$ cat config.mk
export PLATFORM = sky130hd
export DESIGN_NAME = itcm_loader
export DESIGN_NICKNAME = d
export VERILOG_FILES = /design/src/rtl/itcm_loader.sv
export SDC_FILE = /design/constraint.sdc
export NUM_CORES = 1
export LEC_CHECK = 0
export ABC_CLOCK_PERIOD_IN_PS = 5550
export CAP_MARGIN = 20
export CORE_ASPECT_RATIO = 0.9
export CORE_MARGIN = 2
export CORE_UTILIZATION = 55
export DETAILED_ROUTE_END_ITERATION = 6
export PLACE_DENSITY = 0.87
export SYNTH_ARGS = -nofsm -noshare
export SYNTH_HDL_FRONTEND = slang
export SYNTH_SLANG_ARGS = --single-unit
$ cat constraint.sdc
create_clock -name clk -period 5.55 [get_ports clk]
set_clock_uncertainty 0.05 [all_clocks]
set_input_delay 1.11 -clock clk [delete_from_list [all_inputs] [get_ports clk]]
set_output_delay 1.11 -clock clk [all_outputs]
set_load 0.05 [all_outputs]
$ cat src/rtl/itcm_loader.sv
// itcm_loader: turns a framed little-endian byte stream into 32-bit ITCM writes and
// holds the core in reset until a frame with a good checksum has been loaded.
// Latency: itcm_WEN one cycle after a word's 4th byte; done/err one cycle after the checksum byte.
// Backpressure: s_ready high only while a frame is in progress; s_valid low stalls forever, no timeout.
module itcm_loader #(
  parameter int AW            = 18,   // ITCM byte-address width
  parameter int DW            = 32,   // ITCM data width, only 32 is meaningful
  parameter bit HOLD_AT_RESET = 1'b1  // core_hold value coming out of reset
) (
  input  logic          clk,
  input  logic          rst,
  input  logic          load_start,
  input  logic          s_valid,
  input  logic [7:0]    s_data,
  output logic          s_ready,
  output logic [AW-1:0] itcm_WADDR,
  output logic [DW-1:0] itcm_WDATA,
  output logic          itcm_WEN,
  output logic          core_hold,
  output logic          busy,
  output logic          done,
  output logic          err,
  output logic [AW-2:0] words_loaded
);

  typedef enum logic [2:0] {
    S_IDLE,
    S_LEN,
    S_DATA,
    S_CSUM,
    S_DONE,
    S_ERR
  } state_t;

  // Largest word count that still fits the ITCM without WADDR wrapping.
  localparam logic [31:0] N_MAX = 32'd1 << (AW - 2);

  state_t        state_q;
  logic          s_ready_q;
  logic          wen_q;
  logic          core_hold_q;
  logic          busy_q;
  logic          done_q;
  logic          err_q;
  logic [AW-1:0] waddr_q;
  logic [DW-1:0] wdata_q;
  logic [AW-2:0] words_q;
  logic [AW-2:0] rem_q;   // words still to receive in this frame
  logic [23:0]   asm_q;   // first three bytes of the current 4-byte group, byte 0 lowest
  logic [1:0]    bcnt_q;  // byte position within the current 4-byte group
  logic [7:0]    sum_q;   // running mod-256 sum of every accepted byte

  logic          accept;
  logic [7:0]    sum_d;
  logic [31:0]   word_d;

  // Handshake qualifier, next running sum and the completed little-endian group.
  always_comb begin
    accept = s_valid && s_ready_q;
    sum_d  = sum_q + s_data;
    word_d = {s_data, asm_q};
  end

  // Frame FSM with all outputs registered; write bookkeeping runs alongside it.
  always_ff @(posedge clk or posedge rst) begin
    if (rst) begin
      state_q     <= S_IDLE;
      s_ready_q   <= 1'b0;
      wen_q       <= 1'b0;
      core_hold_q <= HOLD_AT_RESET;
      busy_q      <= 1'b0;
      done_q      <= 1'b0;
      err_q       <= 1'b0;
      waddr_q     <= '0;
      wdata_q     <= '0;
      words_q     <= '0;
      rem_q       <= '0;
      asm_q       <= '0;
      bcnt_q      <= '0;
      sum_q       <= '0;
    end else begin
      // The strobe lasts one cycle; address and count advance once it has been seen.
      wen_q <= 1'b0;
      if (wen_q) begin
        waddr_q <= waddr_q + AW'(4);
        words_q <= words_q + (AW-1)'(1);
      end

      case (state_q)
        S_IDLE, S_DONE, S_ERR: begin
          if (load_start) begin
            state_q     <= S_LEN;
            s_ready_q   <= 1'b1;
            busy_q      <= 1'b1;
            done_q      <= 1'b0;
            err_q       <= 1'b0;
            core_hold_q <= 1'b1;
            bcnt_q      <= '0;
            sum_q       <= '0;
            words_q     <= '0;
            waddr_q     <= '0;
          end
        end

        S_LEN: begin
          if (accept) begin
            sum_q  <= sum_d;
            bcnt_q <= bcnt_q + 2'd1;
            asm_q  <= {s_data, asm_q[23:8]};
            if (bcnt_q == 2'd3) begin
              if (word_d > N_MAX) begin
                // Frame would overrun the ITCM: refuse it before any write happens.
                state_q   <= S_ERR;
                s_ready_q <= 1'b0;
                busy_q    <= 1'b0;
                err_q     <= 1'b1;
              end else if (word_d == 32'd0) begin
                state_q <= S_CSUM;
              end else begin
                rem_q   <= word_d[AW-2:0];
                state_q <= S_DATA;
              end
            end
          end
        end

        S_DATA: begin
          if (accept) begin
            sum_q  <= sum_d;
            bcnt_q <= bcnt_q + 2'd1;
            asm_q  <= {s_data, asm_q[23:8]};
            if (bcnt_q == 2'd3) begin
              wdata_q <= word_d;
              wen_q   <= 1'b1;
              rem_q   <= rem_q - (AW-1)'(1);
              if (rem_q == (AW-1)'(1)) begin
                state_q <= S_CSUM;
              end
            end
          end
        end

        S_CSUM: begin
          if (accept) begin
            s_ready_q <= 1'b0;
            busy_q    <= 1'b0;
            if (sum_d == 8'd0) begin
              state_q     <= S_DONE;
              done_q      <= 1'b1;
              core_hold_q <= 1'b0;
            end else begin
              state_q <= S_ERR;
              err_q   <= 1'b1;
            end
          end
        end

        default: begin
          state_q   <= S_IDLE;
          s_ready_q <= 1'b0;
          busy_q    <= 1'b0;
        end
      endcase
    end
  end

  assign s_ready      = s_ready_q;
  assign itcm_WADDR   = waddr_q;
  assign itcm_WDATA   = wdata_q;
  assign itcm_WEN     = wen_q;
  assign core_hold    = core_hold_q;
  assign busy         = busy_q;
  assign done         = done_q;
  assign err          = err_q;
  assign words_loaded = words_q;

endmodule

[Yosys cells after proc, flatten, opt, wreduce, memory -nomap -nowiden]
Index checks and enable logic that the tools add are counted.
Word-level totals
  flip-flop bits (word level): 126
  output and inout bits: 73
  word-level logic and storage cells: 110
  input port bits: 12
Cells by class
  eq/ne operators: 20
  reduce and logical (&&, ||, !) cells: 18
  add/subtract/negate cells: 5
  $lt $le $gt $ge: 1
  bitwise logic cells: 1
  mux-type cells: 52
Operators by type and width (count)
  17-bit 2-to-1 mux: 9
  18-bit 2-to-1 mux: 3
  17-bit case mux with 2 select lines: 1
  32-bit by 17-bit greater-than comparator with 1-bit output (second input constant): 1
  32-bit zero test: 1
  3-bit 2-to-1 mux: 8
  2-bit inequality test (second input constant): 12
  7-bit AND reduction: 3
  1-bit 2-to-1 mux: 20
  18-bit by 3-bit adder with 18-bit output (second input constant): 1
  17-bit by 1-bit adder with 17-bit output (second input constant): 1
  17-bit by 1-bit equality test with 1-bit output (second input constant): 1
  17-bit by 1-bit subtractor with 17-bit output (second input constant): 1
  8-bit 2-to-1 mux: 2
  8-bit case mux with 2 select lines: 1
  3-bit case mux with 4 select lines: 1
  8-bit adder: 1
  8-bit zero test: 1
  3-bit by 2-bit equality test with 1-bit output (second input constant): 2
  3-bit equality test (second input constant): 2
  3-bit AND reduction: 2
  6-bit AND reduction: 1
  2-bit nonzero test: 3
  2-bit 2-to-1 mux: 2
  other kinds (16): 17

[Logic depth before layout (Yosys ltp)]
Gate-level depths: netlist of run 1.
  depth in word-level cells: 6
  depth in mapped cells: 9

[Worst setup path after synthesis of run 1]
Ideal clock, no wire load.
  path type: input port to flip-flop
  from: input s_data[0]
  to: register core_hold_q, in the netlist core_hold
  stages: 8
  required time: 5.417 ns
  arrival: 2.818 ns
  path slack: 2.598 ns
  buffers on the path: 0
  path through: ha_1 > fa_1 > a211oi_2 > o21bai_1 > a21oi_1 > xor2_1 > a31oi_2 > o32a_1
Between the ends
  longest elaborated chain between the ends: 4
Ends and longest elaborated chain
  start, declared: RTL line 14  | input logic [7:0] s_data,
  8-bit adder: RTL line 60  | sum_d = sum_q + s_data;
  8-bit zero test: RTL line 147  | if (sum_d == 8'd0) begin
  2-bit inequality test (no source line)
  4-bit AND reduction (no source line)
  end signal, assigned: RTL line 70  | core_hold_q <= HOLD_AT_RESET;
  end signal, assigned: RTL line 97  | core_hold_q <= 1'b1;
  end signal, assigned: RTL line 150  | core_hold_q <= 1'b0;
  end, declared: RTL line 41  | logic core_hold_q;
Every way passes these cells.
A chain may end at the register's enable or synchronous reset.

[Worst setup path in the final report of run 1]
  from: input s_data[1]
  to: register rem_q[10]
Between the ends
  longest elaborated chain between the ends: 3
  elaborated cells between the ends (all ways): 5
  those cells by class: order compare (1); eq/ne (2); reduce/logical (2)
Ends and longest elaborated chain
  32-bit by 17-bit greater-than comparator with 1-bit output or 32-bit zero test (tied branches): RTL line 111, 117
  2-bit inequality test (no source line)
  7-bit AND reduction (no source line) (*)
  end signal, assigned: RTL line 120  | rem_q <= word_d[AW-2:0];
  end signal, assigned: RTL line 135  | rem_q <= rem_q - (AW-1)'(1);
  end, declared: RTL line 48  | logic [AW-2:0] rem_q;
Mark *: on every way between the ends. The rest lies on a longest branch, timed or not.

==> impl_results.md, run 1 <==
* Clk_lat worst skew at roughly 0.4 ns
* Final Wtd Congestion at about 0.9
* I/O Buffers at 82
* Num CTS Buffers at 17
* Setup CP Type: in -> reg
* Clock buffer depth at 2
* Ys Warns at 0
* Multi-input combinational cell area at approximately 2800 sq um
* Die ar. at around 12000 sq um
* Htree depth at 4
* Number of I/O pins at 85
* Antenna diode count at 0
* Max Fanout on Critical Path at 33
* Clk slew on worst S/H paths at about 0.06 ns
* Netlist cell types at 63
* Setup Viol. Count Final at 0
* Final Util at 70.5%
* Leak at roughly 3.5 nW
* Async SR Flop Fraction at between 90% and 100%
* Area taken by flip-flops and latches at roughly 3100 sq um
* TritonCTS clock tree: yes
* Initial antenna violation count at 0
* Hold-fix buffers, CTS at 0
* Area leader, netlist: dfrtp_1
* Starting Density at 56.6%
* Die Span X at around 120 um
* Sequential element share of the synthesized area at between 50 and 60%
* Final worst slack at 2.23 ns
* Rel. slew slack at a little under half
* Period utilization at 59.7%
* Row cnt at 36
* Element type at the critical path start: primary input
* Total track usage at between 20% and 30%
* Largest net degree at the start of global routing at 47
* Worst hold path class: reg -> reg
* Endpoints failing hold at 0
* Yosys top cell area share at approximately 50%
* DR pass1 iterations at 6
* Slew Limit Fails at 0
* Fmax at between 300 and 400 MHz
* Core area at roughly 11000 sq um
* EDFF count, synth at 0
* Area Growth Syn to Fin at 24.6%
* DR WL/cell at ~19 um
* Via-per-instance ratio at 5.91
* Status: completed
* Final global-route overflow total at 0
* Layout cells sized above 1 at ~13%
* ANT nets after route at 0
* P per Cell Area at ~410 nW/um^2
* Max-cap violations at 0
* RSZ-0062 raised after global routing: no
* Final min period at 3.32 ns
* CP endpoint kind: flop
* Netlist Area Pre-Place at slightly above 6000 sq um
* Fill count at slightly above 700
* Arrival time at the worst endpoint at 3.61 ns
* Layout Nets at 699
* Iteration-0 DRC Markers at between 400 and 500
* Syn avg cell area at ~10 sq um
* Post-Synthesis Cells at roughly 600
* Placed Area at 6990 sq um
* First-pass GRT wire length at between 20000 and 30000 um
* Final Cell Area at between 7000 and 8000 sq um
* Total clock sinks at ~120
* Root Driver: clkbuf_16
* #FFs+latches synth at around 120
* Setup WS pre-CTS at approximately 1.9 ns
* Die Span Y at 104 um
* VDD IR-drop max at 0.000352 V
* Synth top area cells: dfrtp_1, mux2_4, nand2_1, nor2_1, xor2_1
* Ys flop type: dfrtp_1
* Worst path required time at between 5 and 6 ns
* Postcts setup bufs at 0
* Post_cts resized at 0
* Via count at 4955
* Hpwl dp at roughly 9700 um
* Residual DRC at 0
* Vias in the first global route at slightly above 5000
* Worst slew pin tran at between 0.8 and 0.9 ns
* Design Power at roughly 0.0032 W
* Detailed Route WL at 15800 um
* Setup TNS at 0 ns
synth_stat cells (all sizes together) (3+ instances only):
master / instances
a211oi: 3
a21oi: 25
a22oi: 4
a31oi: 3
and2: 3
and3: 7
and4: 3
buf: 17
clkbuf: 12
dfrtp: 123
ha: 12
inv: 9
mux2: 32
mux2i: 3
nand2: 105
nand3: 19
nand4: 12
nor2: 62
nor3: 13
nor3b: 3
nor4: 13
o21a: 3
o21ai: 37
o22ai: 4
or3: 5
xnor2: 15
xor2: 21
logic make-up after synthesis:
family / Yosys count / share of synthesized area (%)
compound gates: 96 / 9.81
xor+xnor: 36 / 5.13
fa+ha+maj: 13 / 2.77
buf+inv: 38 / 3.97
flops: 124 / 50.5
mux: 35 / 8.06
other cells: 1 / 0.0610
simple gates: 252 / 19.7
report_power, final:
part | switching [W] | internal, W
clock network | 0.000434 | 0.000761
registers | 0.000204 | 0.00104
logic | 0.000445 | 0.000269
registers in the layout, summed over array words and instances, names as in the netlist, 2 cells and up:
register,count
asm_q,24
state_q,3
itcm_WDATA,32
words_loaded,17
itcm_WADDR,16
bcnt_q,2
sum_q,8
rem_q,17
area by class of cell:
type,count,share of cell area (%)
repair buffers,88,11.6
flip-flops and latches,124,40.5
clock buffers,18,5.60
multi-input cells,434,36.6
clock inverters,14,2.71
well taps,152,2.48
inverters,9,0.507
worst max-delay path, stage by stage:
cell	delay, ns
clkdlybuf4s50_1	0.54
nor4_1	0.49
nand4_1	0.25
nand2_1	0.15
nand3_2	0.50
o21ba_1	0.43
o22a_1	0.13
cell usage in the layout (no fill, tap or decap), drive strengths merged, types with 4 or more instances in the layout:
cell type / n
a22oi: 4
mux2: 32
nand4: 12
xnor2: 15
nor3: 13
nand2: 105
inv: 13
clkdlybuf4s50: 82
nand3: 19
clkinv: 4
and3: 7
or3: 5
o22ai: 4
xor2: 21
buf: 6
o21ai: 37
dfrtp: 123
bufinv: 4
ha: 12
a21oi: 25
nor4: 13
nor2: 62
clkbuf: 18
per-stage QoR:
stage	hold WS, ns	cells
2_1_floorplan	0.403	596
3_3_place_gp	0.424	805
3_5_place_dp	0.423	806
4_1_cts	0.448	838
5_1_grt	0.482	839
6_report	0.448	839
metal layers:
metal | up-vias | track usage, % | wire length (um)
li1 | 2219 | - | -
met1 | 2458 | 35.5 | 6390
met2 | 234 | 44.8 | 8000
met3 | 44 | 6.12 | 962
met4 | 0 | 11.0 | 411
met5 | - | 0 | 0
path summary, 6_finish.rpt:
check,startpoint,slack [ns],cells after the start,end
worst max-delay path,s_data[1],2.23,7,rem_q[10]$_DFFE_PP0P_
worst min-delay path,done$_DFFE_PP0P_,0.45,2,done$_DFFE_PP0P_
worst max register to register,state_q[1]$_DFFE_PP0P_,2.98,4,itcm_WDATA[19]$_DFFE_PP0P_
worst min register to register,done$_DFFE_PP0P_,0.45,2,done$_DFFE_PP0P_
max in group asynchronous,rst,3.47,3,asm_q[19]$_DFFE_PP0P_
min in group asynchronous,rst,1.04,2,rem_q[9]$_DFFE_PP0P_
Note: power is estimated with default switching activity, not from simulation.
==> run 2, diff against run 1 <==
- ABC_CLOCK_PERIOD_IN_PS: 5550 -> 3470
- clock period: 5.55 -> 3.47 ns (I/O delays scaled with it)
==> impl_results.md, run 2 (synthesis gave the netlist of run 1 again) <==
* Row cnt at 36 (unchanged)
* Leak at 3.47 nW (about the same)
* Worst hold path class: reg -> reg (unchanged)
* Total clock sinks at 124 (unchanged)
* ANT nets after route at 0 (unchanged)
* CP endpoint kind: flop (unchanged)
* I/O Buffers at 82 (unchanged)
* Postcts setup bufs at 0 (unchanged)
* Starting Density at 56.6% (unchanged)
* Setup TNS at 0 ns (unchanged)
* Die ar. at 12000 sq um (unchanged)
* Area Growth Syn to Fin at 24.5% (was 24.6%)
* Final min period at around 3 ns
* Max Fanout on Critical Path at 4 (was 33)
* First-pass GRT wire length at 24300 um (was 26000 um)
* Crit. Startpoint: s_data[0] (was s_data[1])
* Worst path cell trace: clkdlybuf4s50_1 > ha_1 > fa_1 > a211oi_2 > o21bai_1 > a21oi_1 > xor2_1 > a31oi_2 > o32a_1 (was clkdlybuf4s50_1 > nor4_1 > nand4_1 > nand2_1 > nand3_2 > o21ba_1 > o22a_1)
* Period utilization at between 80% and 90%
* Multi-input combinational cell area at 2800 sq um (unchanged)
* DR pass1 iterations at 5 (was 6)
* P per Cell Area at 639 nW/um^2 (was 412 nW/um^2)
* Element type at the critical path start: primary input (unchanged)
* Number of I/O pins at 85 (unchanged)
* Most frequent cells in the layout: dfrtp_1, nand2_1, clkdlybuf4s50_1, nor2_1, mux2_4 (unchanged)
* Hold-fix buffers, CTS at 0 (unchanged)
* Final global-route overflow total at 0 (unchanged)
* Iteration-0 DRC Markers at 463 (was 416)
* Num CTS Buffers at 17 (unchanged)
* Via-per-instance ratio at 5.78 (was 5.91)
* Clock buffer depth at 2 (unchanged)
* Detailed Route WL at 14600 um (was 15800 um)
* Antenna diode count at 0 (unchanged)
* Max reg flops at 32 (unchanged)
* Placed Area at 7030 sq um (was 6990 sq um)
* Root Driver: clkbuf_16 (unchanged)
* Total track usage at 25.7% (was 27.5%)
* Layout cells sized above 1 at 12.5% (unchanged)
* Slew Limit Fails at 0 (unchanged)
* Most common cell after layout, fill and taps aside: dfrtp_1 (unchanged)
* CP max-delay cell: clkdlybuf4s50_1 (unchanged)
* Layout Nets at 700 (was 699)
* Max-cap violations at 0 (unchanged)
* TritonCTS clock tree: yes (unchanged)
* DR WL/cell at 17.4 um (was 18.8 um)
* Min-delay src: rem_q[16]$_DFFE_PP0P_ (was done$_DFFE_PP0P_)
* Final Cell Area at 7650 sq um (was 7660 sq um)
* Die Span Y at 104 um (unchanged)
* Worst path required time at 3.76 ns (was 5.85 ns)
* Setup Viol. Count Final at 0 (unchanged)
* Hpwl dp at 9460 um (was 9660 um)
* Post_cts resized at 0 (unchanged)
* Fmax at 343 MHz
* Slowest stage delay, CP at 0.48 ns (was 0.54 ns)
* Htree depth at 4 (unchanged)
* Worst slew pin tran at 0.698 ns (was 0.814 ns)
* Fill count at 744 (was 721)
* Die Span X at 115 um (unchanged)
* Rel. slew slack at 53.4% (was 45.8%)
* Largest net degree at the start of global routing at 125 (was 47)
* FF-to-FF Start: state_q[1]$_DFFE_PP0P_ (unchanged)
* VDD IR-drop max at 0.000455 V (was 0.000352 V)
* Endpoints failing hold at 0 (unchanged)
* Core area at 10900 sq um (unchanged)
* Area taken by flip-flops and latches at 3100 sq um (unchanged)
* Status: completed (unchanged)
* Clk slew on worst S/H paths at 0.06 ns (about the same)
* Arrival time at the worst endpoint at 3.21 ns (was 3.61 ns)
* Clk_lat worst skew at 0.42 ns (was 0.41 ns)
* Setup CP Type: in -> reg (unchanged)
* Vias in the first global route at 4909 (was 5067)
* Initial antenna violation count at 0 (unchanged)
* Final Wtd Congestion at 0.917 (was 0.902)
* RSZ-0062 raised after global routing: no (unchanged)
* Via count at 4850 (was 4955)
* Residual DRC at 0 (unchanged)
-- run 2: cell types whose count changed in the layout (fill, tap and decap cells not counted), sizes merged --
cell,previous run,this run
clkbuf,18,22
inv,13,9
bufinv,4,3
clkinvlp,2,4
buf,6,7
clkinv,4,2
-- run 2: worst paths after layout --
path	end	slack, ns	depth (start not counted)
worst min-delay path	rem_q[16]$_DFFE_PP0P_	0.44	2
worst max-delay path	core_hold$_DFFE_PP1P_	0.56	9
min in group asynchronous	words_loaded[5]$_DFF_PP0_	0.72	3
max in group asynchronous	sum_q[1]$_DFFE_PP0P_	2.08	3
worst min register to register	rem_q[16]$_DFFE_PP0P_	0.44	2
worst max register to register	itcm_WDATA[9]$_DFFE_PP0P_	0.99	5
-- run 2: layer usage --
layer | part of all wire, % | track usage [%] | routed length, um
met1 | 42 | 33.3 | 6180
met2 | 50 | 41.2 | 7260
met3 | 5.4 | 5.71 | 785
met4 | 2.5 | 11.6 | 359
met5 | 0 | 0 | 0
-- run 2: worst max-delay path: cells and delay by family --
family | cells | cell delay, ns
AOI/OAI and AO/OA | 5 | 1.08
adders and majority gates | 2 | 0.69
buffers and inverters | 1 | 0.48
xor gates and xnor gates | 1 | 0.25
-- run 2: where the power goes --
part | internal (W) | leakage [nW] | switching (W)
Clock | 0.00120 | 0.295 | 0.000641
Sequential | 0.00166 | 1.67 | 0.000311
Combinational | 0.000411 | 1.50 | 0.000661
-- run 2: per-stage QoR --
step | hold slack (ns) | util, % | total power, W | worst slack (ns) | std cells
4_1_cts | 0.450 | 70.5 | 0.00489 | 0.583 | 839
6_report | 0.445 | 70.5 | 0.00489 | 0.555 | 839
3_5_place_dp | 0.438 | 64.8 | 0.00303 | 0.176 | 808
3_3_place_gp | 0.423 | 64.8 | 0.00296 | 0.319 | 808
2_1_floorplan | 0.403 | - | 0.00272 | 0.934 | 596
5_1_grt | 0.476 | 70.5 | 0.00511 | 0.470 | 839
-- run 2: cell type report --
class | instances | share of cell area, %
Clock buffer | 22 | 6.33
Clock inverter | 9 | 1.77
Inverter | 9 | 0.523
Multi-Input combinational cell | 434 | 36.6
Sequential cell | 124 | 40.6
Tap cell | 152 | 2.48
Timing Repair Buffer | 89 | 11.7
==> run 3, diff against run 2 <==
- ABC_CLOCK_PERIOD_IN_PS: 3470 -> 3000
- clock period: 3.47 -> 3 ns (I/O delays scaled with it)
==> impl_results.md, run 3 (synthesis gave the netlist of run 1 again) <==
* Status: completed (unchanged)
* Slew Limit Fails at 0 (unchanged)
* Detailed Route WL at 15100 um (was 14600 um)
* Via-per-instance ratio at 5.93 (was 5.78)
* Row cnt at 36 (unchanged)
* CP endpoint kind: flop (unchanged)
* Post_cts resized at 0 (unchanged)
* Clk slew on worst S/H paths at 0.06 ns (about the same)
* DR WL/cell at 17.7 um (was 17.4 um)
* Htree depth at 4 (unchanged)
* Vias in the first global route at 4963 (was 4909)
* Largest net degree at the start of global routing at 47 (was 125)
* TritonCTS clock tree: yes (unchanged)
* Final min period at between 2 and 3 ns
* Leak at 3.54 nW (was 3.47 nW)
* Slowest stage delay, CP at 0.43 ns (was 0.48 ns)
* Hpwl dp at 10000 um (was 9460 um)
* Final Cell Area at 7750 sq um (was 7650 sq um)
* Core area at 10900 sq um (unchanged)
* First-pass GRT wire length at 25100 um (was 24300 um)
* Postcts setup bufs at 0 (unchanged)
* Setup CP Type: in -> reg (unchanged)
* Final worst slack at 0.285 ns (was 0.555 ns)
* Die Span Y at 104 um (unchanged)
* Fill count at 699 (was 744)
* Most frequent cells in the layout: dfrtp_1, nand2_1, clkdlybuf4s50_1, nor2_1, mux2_4 (unchanged)
* Placed Area at 7120 sq um (was 7030 sq um)
* Setup WS pre-CTS at -0.107 ns (was 0.176 ns)
* RSZ-0062 raised after global routing: no (unchanged)
* Worst path cell trace: clkdlybuf4s50_1 > ha_1 > fa_1 > a211oi_2 > o21bai_1 > a21oi_1 > xor2_1 > a31oi_2 > o31a_1 (was clkdlybuf4s50_1 > ha_1 > fa_1 > a211oi_2 > o21bai_1 > a21oi_1 > xor2_1 > a31oi_2 > o32a_1)
* ANT nets after route at 0 (unchanged)
* Max Fanout on Critical Path at 4 (unchanged)
* Final Wtd Congestion at 0.895 (was 0.917)
* P per Cell Area at 745 nW/um^2 (was 639 nW/um^2)
* Num CTS Buffers at 17 (unchanged)
* Max-cap violations at 0 (unchanged)
* Total clock sinks at 124 (unchanged)
* Design Power at 0.00577 W (was 0.00489 W)
* Clock buffer depth at 2 (unchanged)
* WP buf/inv at 1 (unchanged)
* I/O Buffers at 82 (unchanged)
* Period utilization at between 90% and 100%
* Crit. path cell count at 9 (unchanged)
* CP max-delay cell: clkdlybuf4s50_1 (unchanged)
* VDD IR-drop max at 0.000418 V (was 0.000455 V)
* Antenna diode count at 0 (unchanged)
* Area taken by flip-flops and latches at 3100 sq um (unchanged)
* Arrival time at the worst endpoint at 2.96 ns (was 3.21 ns)
* Via count at 5048 (was 4850)
* Layout Nets at 711 (was 700)
* Die Span X at 115 um (unchanged)
* Final global-route overflow total at 0 (unchanged)
* Worst Hold Margin at 0.457 ns (was 0.445 ns)
* Setup Viol. Count Final at 0 (unchanged)
* Total track usage at 26.4% (was 25.7%)
* Die ar. at 12000 sq um (unchanged)
* Element type at the critical path start: primary input (unchanged)
* Layout cells sized above 1 at 14.2% (was 12.5%)
* Worst path required time at 3.25 ns (was 3.76 ns)
* Fmax at approximately 370 MHz
* Worst slew pin tran at 0.544 ns (was 0.698 ns)
* Most common cell after layout, fill and taps aside: dfrtp_1 (unchanged)
* Endpoints failing hold at 0 (unchanged)
* Hold-fix buffers, CTS at 0 (unchanged)
* Area Growth Syn to Fin at 26.1% (was 24.5%)
* Cell family with most CP delay: compound AO/OA/AOI/OAI gates (unchanged)
* Clk_lat worst skew at 0.43 ns (was 0.42 ns)
* Crit. Startpoint: s_data[0] (unchanged)
* Worst Reg-to-Reg Cells at 8 (was 5)
* Final Util at 71.4% (was 70.5%)
* Root Driver: clkbuf_16 (unchanged)
* DR pass1 iterations at 6 (was 5)
* Starting Density at 56.6% (unchanged)
* Worst hold path class: in -> async (was reg -> reg)
* FF-to-FF Start: sum_q[0]$_DFFE_PP0P_ (was state_q[1]$_DFFE_PP0P_)
* Initial antenna violation count at 0 (unchanged)
* Iteration-0 DRC Markers at 477 (was 463)
* Rel. slew slack at 63.6% (was 53.4%)
* Residual DRC at 0 (unchanged)
* Max reg flops at 32 (unchanged)
* Number of I/O pins at 85 (unchanged)
* Multi-input combinational cell area at 2800 sq um (unchanged)
==> run 3: per-stage QoR <==
| step | setup TNS [ns] | cells |
|---|---|---|
| 4_1_cts | 0 | 851 |
| 3_3_place_gp | 0 | 819 |
| 3_5_place_dp | -0.279 | 819 |
| 6_report | 0 | 851 |
| 5_1_grt | 0 | 851 |
| 2_1_floorplan | 0 | 596 |
==> run 3: routing by layer <==
metal / global-route usage (%) / share of wire (%) / vias to the layer above
met4: 11.4 / 3.0 / 0
li1: - / - / 2254
met2: 41.2 / 49 / 250
met3: 5.83 / 6.2 / 46
met5: 0 / 0 / -
met1: 35.3 / 42 / 2498
==> run 3: worst paths after layout <==
kind / end / slack (ns)
setup / recovery: err$_DFFE_PP0P_ / 0.29
hold / removal: words_loaded[5]$_DFF_PP0_ / 0.46
setup reg to reg: err$_DFFE_PP0P_ / 0.52
hold reg to reg: sum_q[5]$_DFFE_PP0P_ / 0.46
max in group asynchronous: asm_q[2]$_DFFE_PP0P_ / 1.84
min in group clk: sum_q[5]$_DFFE_PP0P_ / 0.46
==> run 3: cell type report <==
cell class,count,area share (%)
Tap cell,152,2.45
Timing Repair Buffer,100,12.7
Multi-Input combinational cell,434,36.1
Inverter,9,0.516
Clock inverter,15,2.71
Clock buffer,17,5.49
Sequential cell,124,40.0
==> run 3: power by group <==
group	switching, W	total [W]	internal [W]
clock	0.000801	0.00221	0.00141
combinational	0.000781	0.00127	0.000493
sequential	0.000368	0.00229	0.00192
==> patch, RTL diff (flow settings as in run 3) <==
The 6 states of `state_t` get a one-hot encoding in 6 bits.
--- a/src/rtl/itcm_loader.sv
+++ b/src/rtl/itcm_loader.sv
@@ -25,9 +25,9 @@
 
-  typedef enum logic [2:0] {
-    S_IDLE,
-    S_LEN,
-    S_DATA,
-    S_CSUM,
-    S_DONE,
-    S_ERR
+  typedef enum logic [5:0] {
+    S_IDLE = 6'b000001,
+    S_LEN  = 6'b000010,
+    S_DATA = 6'b000100,
+    S_CSUM = 6'b001000,
+    S_DONE = 6'b010000,
+    S_ERR  = 6'b100000
   } state_t;
Check against the original RTL: same outputs for any inputs over 4 cycles, from zero or initial values and one cycle with rst high; so few cycles prove little.
==> patch against run 3 <==
- the flow now finishes with violations (design-rule violations)
- total power shrank 13%
- sequential cell count grew 3
- worst setup slack worse by 0.0089 ns
- final area up 0.82%
- routed wire length rose by 4.2%
- global-route usage up 1.6 points
- sequential share of layout area grew 0.65 points
- critical path depth rose by 1
- area after synthesis rose by 0.39%
- critical path type unchanged
- largest cell class unchanged
- highest routed layer unchanged
==> patch: results (changes against run 3) <==
routed via count=5181 (+2.6%); post-synthesis cell type count=56 (-11%); post-synthesis sequential area ratio=51.55% (+1.0 points); Synth Area in XOR/XNOR=4.969% (-0.16 points); largest cells by area after synthesis=dfrtp_1, nand2_1, mux2_2, nor2_1, xor2_1; Slew headroom=41.64% (-22 points); Post-Synth Adder-Cell Area=2.758% (-0.011 points); cell area after placement=7224 sq um (+1.5%); Leak Pwr=3.621 nW (+2.4%); largest net degree at the start of global routing=38 (-19%); Syn Area/Cell=9.840 sq um (-4.7%); Power Dens Cells=642.5 nW/um^2 (-14%); drt drc=4 (+4); GRT Util Overall=27.91% (+1.6 points); met3 wire len=1070 um (+14%); Reg clk slew, reported paths=0.06 ns (about the same); H-tree depth=4 (unchanged); Largest register FFs=32 (unchanged); routing usage on met2=44.74% (+3.5 points); share of layout cells above drive strength 1=14.09% (-0.073 points); routed vias/inst=5.867 (-1.1%); Compound-Gate Fraction of Synth Area=10.08% (+0.27 points); pre-CTS setup slack=-0.1733 ns (-0.06668 ns); routed length on met1=6428 um (+1.6%); outcome=finished with violations; critical-path maximum fanout=5 (+1); first-pass GRT wire length=26250 um (+4.5%); mux share of post-synthesis cell area=6.348% (-1.7 points); failing checks=design-rule violations; Post-synth top cells=dfrtp_1, nand2_1, nor2_1; CTS root buffer=clkbuf_16; dpl cells=851 (+3.9%); WL/cell=17.83 um (+0.46%); post-DP HPWL=10280 um (+2.8%); post-layout net count=743 (+4.5%); DR pass1 iterations=7 (+1); routed length on met2=7794 um (+5.5%); M3 GR Usage=7.867% (+2.0 points); Fillers=763 (+9.2%); routing usage on met1=35.38% (+0.12 points); vias in the first global route=5348 (+7.8%); starting DRC count in detailed routing=376 (-21%); maximum vdd ir drop=0.4575 mV (+9.4%); YS warnings=0 (unchanged)
## patch: changes by cell type in the layout (fill, tap and decap cells not counted), sizes merged, moves of 5 or more
cell / before / now
nand4: 12 / 17
nor2: 62 / 54
nand2: 105 / 115
and3: 7 / 14
a21oi: 25 / 35
nand3: 19 / 28
## patch: area by class of cell
| cell class | count | area share (%) |
|---|---|---|
| well taps | 152 | 2.433 |
| clock inverters | 14 | 2.017 |
| multi-input cells | 460 | 35.94 |
| clock buffers | 18 | 5.491 |
| flip-flops and latches | 127 | 40.69 |
| inverters | 10 | 0.5283 |
| repair buffers | 102 | 12.90 |
## patch: kinds of logic (layout without fill, tap and decap cells)
group	count (synthesis)	count (layout)
AOI/OAI and AO/OA	100	100
xor gates and xnor gates	35	35
adders and majority gates	13	13
buffers and inverters	41	144
DFF	127	127
muxes	35	35
other	1	2
and+or+nand+nor	275	275
## patch: repair_timing
action,in CTS,in global routing
endpoints found under the setup margin,0,1
gates resized for setup,0,1
buffers inserted,0,0
## patch: path summary, 6_finish.rpt
| kind | from | end | slack, ns | cells past startpoint |
|---|---|---|---|---|
| max in group asynchronous | rst | core_hold | 1.63 | 3 |
| setup reg to reg | state_q[5] | state_q[4] | 0.44 | 6 |
| hold / removal | itcm_WDATA[13] | itcm_WDATA[13] | 0.46 | 1 |
| hold reg to reg | itcm_WDATA[13] | itcm_WDATA[13] | 0.46 | 1 |
| min in group asynchronous | rst | itcm_WADDR[12] | 0.58 | 2 |
| setup / recovery | s_data[0] | state_q[5] | 0.28 | 10 |
## patch: where the power goes
group          total [mW]  switching [mW]  internal (mW)  leakage (nW)
combinational       0.909           0.579          0.330          1.58
sequential           2.05           0.202           1.85          1.75
clock                2.06           0.823           1.24         0.284
total                5.02            1.60           3.42          3.62
